$ cat src/rtl/axi_ar_arbiter_mux_pkg.sv
// Shared AXI field widths plus the read-address interconnect types and
// arbitration-policy encodings used by the AR/AW arbiter muxes.
`ifndef AXI_FIELD_WIDTHS_DEFINED
`define AXI_FIELD_WIDTHS_DEFINED
`define ID_BITS    4
`define ADDR_WIDTH 32
`define LEN_BITS   8
`define SIZE_BITS  3
`endif

package axi_ar_arbiter_mux_pkg;

  localparam int ARB_MODE_RR    = 0;
  localparam int ARB_MODE_FIXED = 1;

  typedef enum logic {
    SLOT_EMPTY = 1'b0,
    SLOT_FULL  = 1'b1
  } slot_state_e;

  typedef struct packed {
    logic [`ID_BITS-1:0]    id;
    logic [`ADDR_WIDTH-1:0] addr;
    logic [`LEN_BITS-1:0]   len;
    logic [`SIZE_BITS-1:0]  size;
    logic [1:0]             burst;
  } ar_payload_t;

  // Index width that still yields one bit for a degenerate single-master build.
  function automatic int idx_width(input int n);
    return (n > 1) ? $clog2(n) : 1;
  endfunction

endpackage

$ cat src/rtl/axi_rr_arbiter.sv
// Single-cycle request arbiter: round-robin from a rotating pointer, or fixed
// priority with index 0 highest. Shared between the AR and AW muxes.
module axi_rr_arbiter
  import axi_ar_arbiter_mux_pkg::*;
#(
  parameter int NUM_MASTERS = 3,
  parameter int ARB_MODE    = ARB_MODE_RR,
  localparam int IDX_W      = idx_width(NUM_MASTERS)
) (
  input  logic                   clk,
  input  logic                   rst_n,
  input  logic [NUM_MASTERS-1:0] req,
  input  logic                   advance,
  output logic [NUM_MASTERS-1:0] grant_onehot,
  output logic [IDX_W-1:0]       grant_idx
);

  logic [IDX_W-1:0] rr_ptr_q;
  logic [IDX_W-1:0] rr_ptr_d;
  logic             found;

  // First pass covers [rr_ptr, N-1]; the second pass wraps to [0, rr_ptr-1].
  // In fixed-priority mode the first pass already spans every index.
  always_comb begin
    grant_onehot = '0;
    grant_idx    = '0;
    found        = 1'b0;
    for (int i = 0; i < NUM_MASTERS; i++) begin
      if (!found && req[i] &&
          (ARB_MODE != ARB_MODE_RR || i >= int'(rr_ptr_q))) begin
        found           = 1'b1;
        grant_onehot[i] = 1'b1;
        grant_idx       = IDX_W'(i);
      end
    end
    for (int i = 0; i < NUM_MASTERS; i++) begin
      if (!found && req[i]) begin
        found           = 1'b1;
        grant_onehot[i] = 1'b1;
        grant_idx       = IDX_W'(i);
      end
    end
  end

  always_comb begin
    rr_ptr_d = rr_ptr_q;
    if (ARB_MODE == ARB_MODE_RR && advance && found) begin
      rr_ptr_d = (int'(grant_idx) == NUM_MASTERS - 1) ? '0 : grant_idx + 1'b1;
    end
  end

  always_ff @(posedge clk or negedge rst_n) begin
    if (!rst_n) begin
      rr_ptr_q <= '0;
    end else begin
      rr_ptr_q <= rr_ptr_d;
    end
  end

endmodule

$ cat src/rtl/axi_ar_arbiter_mux.sv
// N-to-1 AXI read-address arbiter feeding a one-entry output slot; the winner
// index is prepended to ARID so the R channel can be routed back.
module axi_ar_arbiter_mux
  import axi_ar_arbiter_mux_pkg::*;
#(
  parameter int NUM_MASTERS = 3,
  parameter int ID_W        = `ID_BITS,
  parameter int ADDR_W      = `ADDR_WIDTH,
  parameter int LEN_W       = `LEN_BITS,
  parameter int SIZE_W      = `SIZE_BITS,
  parameter int ARB_MODE    = ARB_MODE_RR,
  localparam int IDX_W      = idx_width(NUM_MASTERS)
) (
  input  logic                          ACLK,
  input  logic                          ARESETn,
  input  logic [NUM_MASTERS*ID_W-1:0]   s_arid,
  input  logic [NUM_MASTERS*ADDR_W-1:0] s_araddr,
  input  logic [NUM_MASTERS*LEN_W-1:0]  s_arlen,
  input  logic [NUM_MASTERS*SIZE_W-1:0] s_arsize,
  input  logic [NUM_MASTERS*2-1:0]      s_arburst,
  input  logic [NUM_MASTERS-1:0]        s_arvalid,
  output logic [NUM_MASTERS-1:0]        s_arready,
  output logic [ID_W+IDX_W-1:0]         m_arid,
  output logic [ADDR_W-1:0]             m_araddr,
  output logic [LEN_W-1:0]              m_arlen,
  output logic [SIZE_W-1:0]             m_arsize,
  output logic [1:0]                    m_arburst,
  output logic                          m_arvalid,
  input  logic                          m_arready,
  output logic [NUM_MASTERS-1:0]        m_rgrnt
);

  slot_state_e            state_q, state_d;
  logic [IDX_W-1:0]       idx_q, idx_d;
  logic [ID_W-1:0]        id_q, id_d;
  logic [ADDR_W-1:0]      addr_q, addr_d;
  logic [LEN_W-1:0]       len_q, len_d;
  logic [SIZE_W-1:0]      size_q, size_d;
  logic [1:0]             burst_q, burst_d;
  logic [NUM_MASTERS-1:0] rgrnt_q, rgrnt_d;

  logic                   can_accept;
  logic                   accept;
  logic [NUM_MASTERS-1:0] grant_onehot;
  logic [IDX_W-1:0]       grant_idx;

  // The slot refills in the same cycle it drains, so s_arready follows
  // m_arready combinationally. Gating with ARESETn keeps every master
  // stalled while reset is held.
  assign can_accept = (state_q == SLOT_EMPTY) || m_arready;
  assign accept     = ARESETn && can_accept && (|s_arvalid);
  assign s_arready  = accept ? grant_onehot : '0;

  axi_rr_arbiter #(
    .NUM_MASTERS (NUM_MASTERS),
    .ARB_MODE    (ARB_MODE)
  ) u_arb (
    .clk          (ACLK),
    .rst_n        (ARESETn),
    .req          (s_arvalid),
    .advance      (accept),
    .grant_onehot (grant_onehot),
    .grant_idx    (grant_idx)
  );

  always_comb begin
    state_d = state_q;
    idx_d   = idx_q;
    id_d    = id_q;
    addr_d  = addr_q;
    len_d   = len_q;
    size_d  = size_q;
    burst_d = burst_q;
    rgrnt_d = rgrnt_q;
    if (accept) begin
      state_d = SLOT_FULL;
      idx_d   = grant_idx;
      rgrnt_d = grant_onehot;
      for (int i = 0; i < NUM_MASTERS; i++) begin
        if (grant_onehot[i]) begin
          id_d    = s_arid[i*ID_W +: ID_W];
          addr_d  = s_araddr[i*ADDR_W +: ADDR_W];
          len_d   = s_arlen[i*LEN_W +: LEN_W];
          size_d  = s_arsize[i*SIZE_W +: SIZE_W];
          burst_d = s_arburst[i*2 +: 2];
        end
      end
    end else if (state_q == SLOT_FULL && m_arready) begin
      state_d = SLOT_EMPTY;
      rgrnt_d = '0;
    end
  end

  always_ff @(posedge ACLK or negedge ARESETn) begin
    if (!ARESETn) begin
      state_q <= SLOT_EMPTY;
      idx_q   <= '0;
      id_q    <= '0;
      addr_q  <= '0;
      len_q   <= '0;
      size_q  <= '0;
      burst_q <= '0;
      rgrnt_q <= '0;
    end else begin
      state_q <= state_d;
      idx_q   <= idx_d;
      id_q    <= id_d;
      addr_q  <= addr_d;
      len_q   <= len_d;
      size_q  <= size_d;
      burst_q <= burst_d;
      rgrnt_q <= rgrnt_d;
    end
  end

  assign m_arvalid = (state_q == SLOT_FULL);
  assign m_arid    = {idx_q, id_q};
  assign m_araddr  = addr_q;
  assign m_arlen   = len_q;
  assign m_arsize  = size_q;
  assign m_arburst = burst_q;
  assign m_rgrnt   = rgrnt_q;

endmodule

$ cat config.mk
export PLATFORM = sky130hd
export DESIGN_NAME = axi_ar_arbiter_mux
export DESIGN_NICKNAME = d
export VERILOG_FILES = /design/src/rtl/axi_ar_arbiter_mux_pkg.sv /design/src/rtl/axi_rr_arbiter.sv /design/src/rtl/axi_ar_arbiter_mux.sv
export SDC_FILE = /design/constraint.sdc
export NUM_CORES = 1
export LEC_CHECK = 0
export CAP_MARGIN = 5
export CORE_ASPECT_RATIO = 1.75
export CORE_MARGIN = 3
export CORE_UTILIZATION = 41
export CTS_BUF_LIST = sky130_fd_sc_hd__clkbuf_8
export DETAILED_ROUTE_END_ITERATION = 10
export PLACE_DENSITY = 0.86
export SLEW_MARGIN = 20
export SYNTH_ARGS = -nofsm -noshare
export SYNTH_HDL_FRONTEND = slang
export SYNTH_SLANG_ARGS = --single-unit
$ cat constraint.sdc
create_clock -name ACLK -period 3.11 [get_ports ACLK]
set_clock_uncertainty 0.1 [all_clocks]
set_input_delay 0.622 -clock ACLK [delete_from_list [all_inputs] [get_ports ACLK]]
set_output_delay 0.622 -clock ACLK [all_outputs]
set_load 0.01 [all_outputs]
* Word level (Yosys, flattened, before mapping) *
Index checks and enable logic that the tools add are counted.

storage, ports and cells
  flip-flop bits (word level) = 57
  output and inout port bits = 58

operators by class
  $add $sub $neg = 1
  magnitude comparators = 3
  equal/unequal tests = 1
  muxes and demuxes = 37
  bitwise logic cells = 1
  reduce and logical (&&, ||, !) cells = 22

operators by type and width
  kind                                                                  count
  32-bit two-way mux                                                    3
  8-bit two-way mux                                                     3
  3-bit two-way mux                                                     6
  2-bit two-way mux                                                     8
  1-bit two-way mux                                                     14
  1-bit logical AND                                                     12
  4-bit two-way mux                                                     3
  1-bit logical NOT                                                     5
  1-bit by 2-bit >= comparator with 1-bit output, first input constant  2
  3-bit nonzero test                                                    1
  3-bit OR reduction                                                    1
  2-bit by 1-bit adder with 2-bit output, second input constant         1
  2-bit equality test, second input constant                            1
  2-bit >= comparator, first input constant                             1
  2-bit AND reduction                                                   1
  2-bit nonzero test                                                    1
  1-bit logical OR                                                      1
  1-bit inverter                                                        1

* Logic depth before layout (Yosys ltp) *
  depth after elaboration = 22
  gate-level depth with buffers = 7
  gate-level depth less buffers = 4

* By module *
A second synthesis with hierarchy kept.

unflattened totals
  cell total of the unflattened synthesis = 319
  area, all modules = 3385.7 um^2

modules (own cells, without submodules)
  module              times used  cells an instance  area each (um^2)  seq. area each (um^2)
  axi_ar_arbiter_mux  1           290                3154.3            1376.3
  axi_rr_arbiter      1           29                 231.5             50.0

* Worst setup path after synthesis *
No wires, ideal clock.

  path type = input-to-output
  start point = in s_arvalid[2]
  end point = out s_arready[1]
  arrival = 1.573 ns
  required time = 2.388 ns
  slack = 0.815 ns
  stages = 4
  path buffers = 1
  cell sequence = and3b_1 -> a211oi_2 -> buf_2 -> and3_1

on the way
  word-level cells in the longest chain between the ends = 10
  elaborated cells between the ends (all ways) = 12

RTL lines
  what                             RTL line                  source
  start: declaration               axi_ar_arbiter_mux.sv:21  input logic [NUM_MASTERS-1:0] s_arvalid,
  1-bit logical AND (2 in series)  axi_rr_arbiter.sv:29      if (!found && req[i] &&
  1-bit two-way mux                axi_rr_arbiter.sv:29
  1-bit logical NOT                axi_rr_arbiter.sv:37      if (!found && req[i]) begin
  1-bit logical AND                axi_rr_arbiter.sv:37
  1-bit two-way mux                axi_rr_arbiter.sv:37
  1-bit logical NOT                axi_rr_arbiter.sv:37
  1-bit logical AND                axi_rr_arbiter.sv:37
  1-bit two-way mux                axi_rr_arbiter.sv:37
  3-bit two-way mux *              axi_ar_arbiter_mux.sv:52  assign s_arready = accept ? grant_onehot : '0;
  end: declaration                 axi_ar_arbiter_mux.sv:22  output logic [NUM_MASTERS-1:0] s_arready,

Mark *: on every way between the ends. The rest lies on a longest branch, timed or not.

* Worst setup path in the final report *
  start point = in s_arvalid[1]
  end point = out s_arready[0]

on the way
  word-level cells in the longest chain between the ends = 11
  elaborated cells between the ends (all ways) = 13

RTL lines
  what                             RTL line
  1-bit logical AND (2 in series)  axi_rr_arbiter.sv:29
  1-bit two-way mux                axi_rr_arbiter.sv:29
  1-bit logical NOT                axi_rr_arbiter.sv:29
  1-bit logical AND (2 in series)  axi_rr_arbiter.sv:29
  1-bit two-way mux                axi_rr_arbiter.sv:29
  1-bit logical NOT                axi_rr_arbiter.sv:37
  1-bit logical AND                axi_rr_arbiter.sv:37
  1-bit two-way mux                axi_rr_arbiter.sv:37
  3-bit two-way mux *              axi_ar_arbiter_mux.sv:52

Marked as above.

==> impl_metrics.sql <==
INSERT INTO impl_metrics (metric_group, metric, value, unit) VALUES
('yosys', 'yosys_warnings', '0', ''),
('yosys', 'synth.ff_latch_count', '57', ''),
('power', 'worst_ir_drop_vdd', '0.302', 'mV'),
('clock_network', 'maximum_level_of_the_cts_h_tree', '3', ''),
('run_status', 'run_status', 'completed', ''),
('yosys', 'synthCells', '366', ''),
('critical_path', 'cp_max_fo', '6', ''),
('critical_path', 'worst_r2r_startpoint', 'u_arb.rr_ptr_q[1]', ''),
('clock_network', 'clock_tree.root_cell', 'clkbuf_8', ''),
('routing', 'met1_length', '4.41', 'mm'),
('power', 'power.density', '495', 'mW/mm^2'),
('yosys', 'synth_compound_gate_area_share', '30.1', '%'),
('critical_path', 'crit_path_top_delay_cell', 'clkdlybuf4s50_1', ''),
('timing', 'finalHoldViolCount', '0', ''),
('yosys', 'number_of_enable_type_register_cells_in_the_synthesized_netlist', '0', ''),
('critical_path', 'setup.worst_path.end_class', 'output pin', ''),
('timing', 'period_needed', '3.03', 'ns'),
('yosys', 'mappedNetlistNets', '519', ''),
('cells_and_area', 'antenna_cells', '0', ''),
('critical_path', 'worst-endpoint-required', '2.39', 'ns'),
('global_routing', 'globalRouteTotalUtil', '26.1', '%'),
('yosys', 'ys_async_sr_fraction', '100', '%'),
('timing', 'worstMarginPinSlew', '1.07', 'ns'),
('global_routing', 'grt_overflow_total', '0', ''),
('placement', 'routabilityCongestion', '0.805', ''),
('global_routing', 'antenna_found_initial', '0', ''),
('global_routing', 'first_pass_grt_wire_length', '19.0', 'mm'),
('floorplanning', 'design.portCount', '211', ''),
('yosys', 'syn_area_per_cell', '9.23', 'sq um'),
('power', 'static-leakage-power', '0.00243', 'uW'),
('critical_path', 'endpoint', 's_arready[0]', ''),
('cells_and_area', 'synthToLayoutAreaGrowth', '70.3', '%'),
('yosys', 'yosysUniqueCellTypes', '29', ''),
('timing', 'finalCritPeriodShare', '97.4', '%'),
('floorplanning', 'die_area', '0.00941', 'sq mm'),
('floorplanning', 'core-area', '0.00796', 'sq mm'),
('routing', 'vias', '3727', ''),
('critical_path', 'timing.reg2reg.setup_slack', '0.71', 'ns'),
('critical_path', 'critical_path_class', 'primary input to output pin', ''),
('clock_network', 'worst_setup_hold_path_clk_slew', '0.07', 'ns'),
('global_routing', 'grt_start_max_net_pins', '56', ''),
('power', 'p_int', '1960', 'uW'),
('routing', 'met2_wirelength', '6.57', 'mm'),
('critical_path', 'crit-reg2reg-capture', 'id_q[0]', ''),
('critical_path', 'crit_path_start', 's_arvalid[1]', ''),
('routing', 'routed-wl-met3', '817', 'um'),
('yosys', 'synth.yosys.seq_area_share', '42.2', '%'),
('routing', 'antenna_left', '0', ''),
('routing', 'drcViolationCount', '0', ''),
('yosys', 'synth_ff_type', 'dfrtp_1', ''),
('global_routing', 'vias_in_the_first_global_route', '3843', ''),
('clock_network', 'cts_made_buffers', '9', ''),
('clock_network', 'clock_latency', '0.32', 'ns'),
('cells_and_area', 'final_common_cell', 'clkdlybuf4s50_1', ''),
('power', 'sw_frac_of_total', '31.2', '%'),
('critical_path', 'critical_path.cell_chain', 'clkdlybuf4s50_1 -> or3_4 -> nand3_4 -> nor3_2 -> clkdlybuf4s50_1', ''),
('floorplanning', 'die_h', '126', 'um'),
('power', 'net-switching-power', '888', 'uW'),
('critical_path', 'slowest_delay', '0.60', 'ns'),
('cells_and_area', 'final_layout_size_suffix_gt1_share', '8.27', '%'),
('clock_network', 'tritoncts_clock_tree', 'done', ''),
('routing', 'first_pass_iters', '4', ''),
('yosys', 'yosys.area_share.xor_xnor', '0', '%'),
('timing', 'final_max_slew_viol_count', '0', ''),
('power', 'fin_total_pwr', '2850', 'uW'),
('worst_hold_path', 'kind_of_path_behind_the_tightest_hold_check', 'primary input to async pin', ''),
('critical_path', 'reg2regPathDepth', '4', ''),
('routing', 'top_layer_used', 'met4', ''),
('power', 'power_frac_clock', '24.3', '%'),
('yosys', 'adder_cell_share_of_the_synthesized_area', '0', '%'),
('placement', 'dp.final_hpwl', '8.71', 'mm');
[how the worst min path moves through the flow]
| stage | from | end | cells past startpoint |
|---|---|---|---|
| global route | ARESETn | m_araddr[18] | 2 |
| CTS | ARESETn | m_araddr[20] | 2 |
| finish | ARESETn | m_araddr[22] | 2 |
| global placement | m_rgrnt[0] | m_rgrnt[0] | 1 |
| detailed placement | idx_q[1] | idx_q[1] | 2 |
| floorplan | ARESETn | id_q[0] | 0 |
[repair_timing]
item                                    in CTS  in global routing
setup buffers                                0                  0
endpoints found under the setup margin       0                  2
gates resized for setup                      0                  3
[cell usage after synthesis, drive strengths merged, types with 2 or more instances]
| master | number | area share [%] |
|---|---|---|
| clkbuf | 23 | 2.6 |
| dfrtp | 57 | 42 |
| and2 | 49 | 9.1 |
| a21o | 6 | 1.3 |
| o21ai | 3 | 0.44 |
| inv | 50 | 5.6 |
| o311ai | 49 | 13 |
| buf | 14 | 2.5 |
| nor2 | 2 | 0.22 |
| o221ai | 49 | 15 |
| nand2 | 51 | 5.7 |
| nand2b | 2 | 0.37 |
[flip-flops by register name (all words and copies together) (netlist names)]
name            flops
u_arb.rr_ptr_q      2
m_rgrnt             3
m_arvalid           1
m_arlen             8
m_araddr           32
id_q                4
idx_q               2
m_arsize            3
m_arburst           2
[power by group through the flow]
stage / Sequential [uW] / Combinational [uW] / Clock, uW
2_1_floorplan: 1110 / 363 / 0
3_3_place_gp: 1020 / 1110 / 0
3_5_place_dp: 1030 / 1140 / 0
4_1_cts: 1020 / 1150 / 709
5_1_grt: 1040 / 1230 / 744
6_report: 1020 / 1130 / 691
[logic make-up (layout without fill, tap and decap cells)]
family	Yosys count	in the layout
compound gates	111	111
simple gates	111	111
buf+inv	87	289
flops	57	57
[per-layer routing]
| metal | GRT usage [%] | vias to the layer above |
|---|---|---|
| li1 | - | 1741 |
| met5 | 0 | - |
| met4 | 12.8 | 0 |
| met1 | 28.9 | 1768 |
| met3 | 6.47 | 34 |
| met2 | 44.9 | 184 |
[cell type report]
type | count | area [sq um] | area share [%]
well taps | 90 | 113 | 1.96
flip-flops and latches | 57 | 1430 | 24.8
clock inverters | 4 | 43.8 | 0.761
repair buffers | 224 | 2200 | 38.3
clock buffers | 11 | 151 | 2.63
inverters | 50 | 188 | 3.26
multi-input cells | 222 | 1630 | 28.3
[worst max-delay path, delay by kind of cell]
| kind | cells | cell delay, ns |
|---|---|---|
| buf+inv | 2 | 1.18 |
| simple gates | 3 | 0.50 |
[through the flow]
| stage | hold slack, ns | utilization (%) | instances | worst slack [ns] | TNS (ns) |
|---|---|---|---|---|---|
| after detailed placement | 0.371 | 69.7 | 643 | -0.0285 | -0.0654 |
| after CTS | 0.249 | 72.1 | 658 | 0.0453 | 0 |
| after global routing | 0.271 | 72.3 | 658 | -0.0107 | -0.0107 |
| final | 0.257 | 72.3 | 658 | 0.0813 | 0 |
| after floorplan | 0.226 | - | 366 | 0.815 | 0 |
| after global placement | 0.358 | 69.7 | 643 | 0.0756 | 0 |
(Power assumes the default switching activity.)
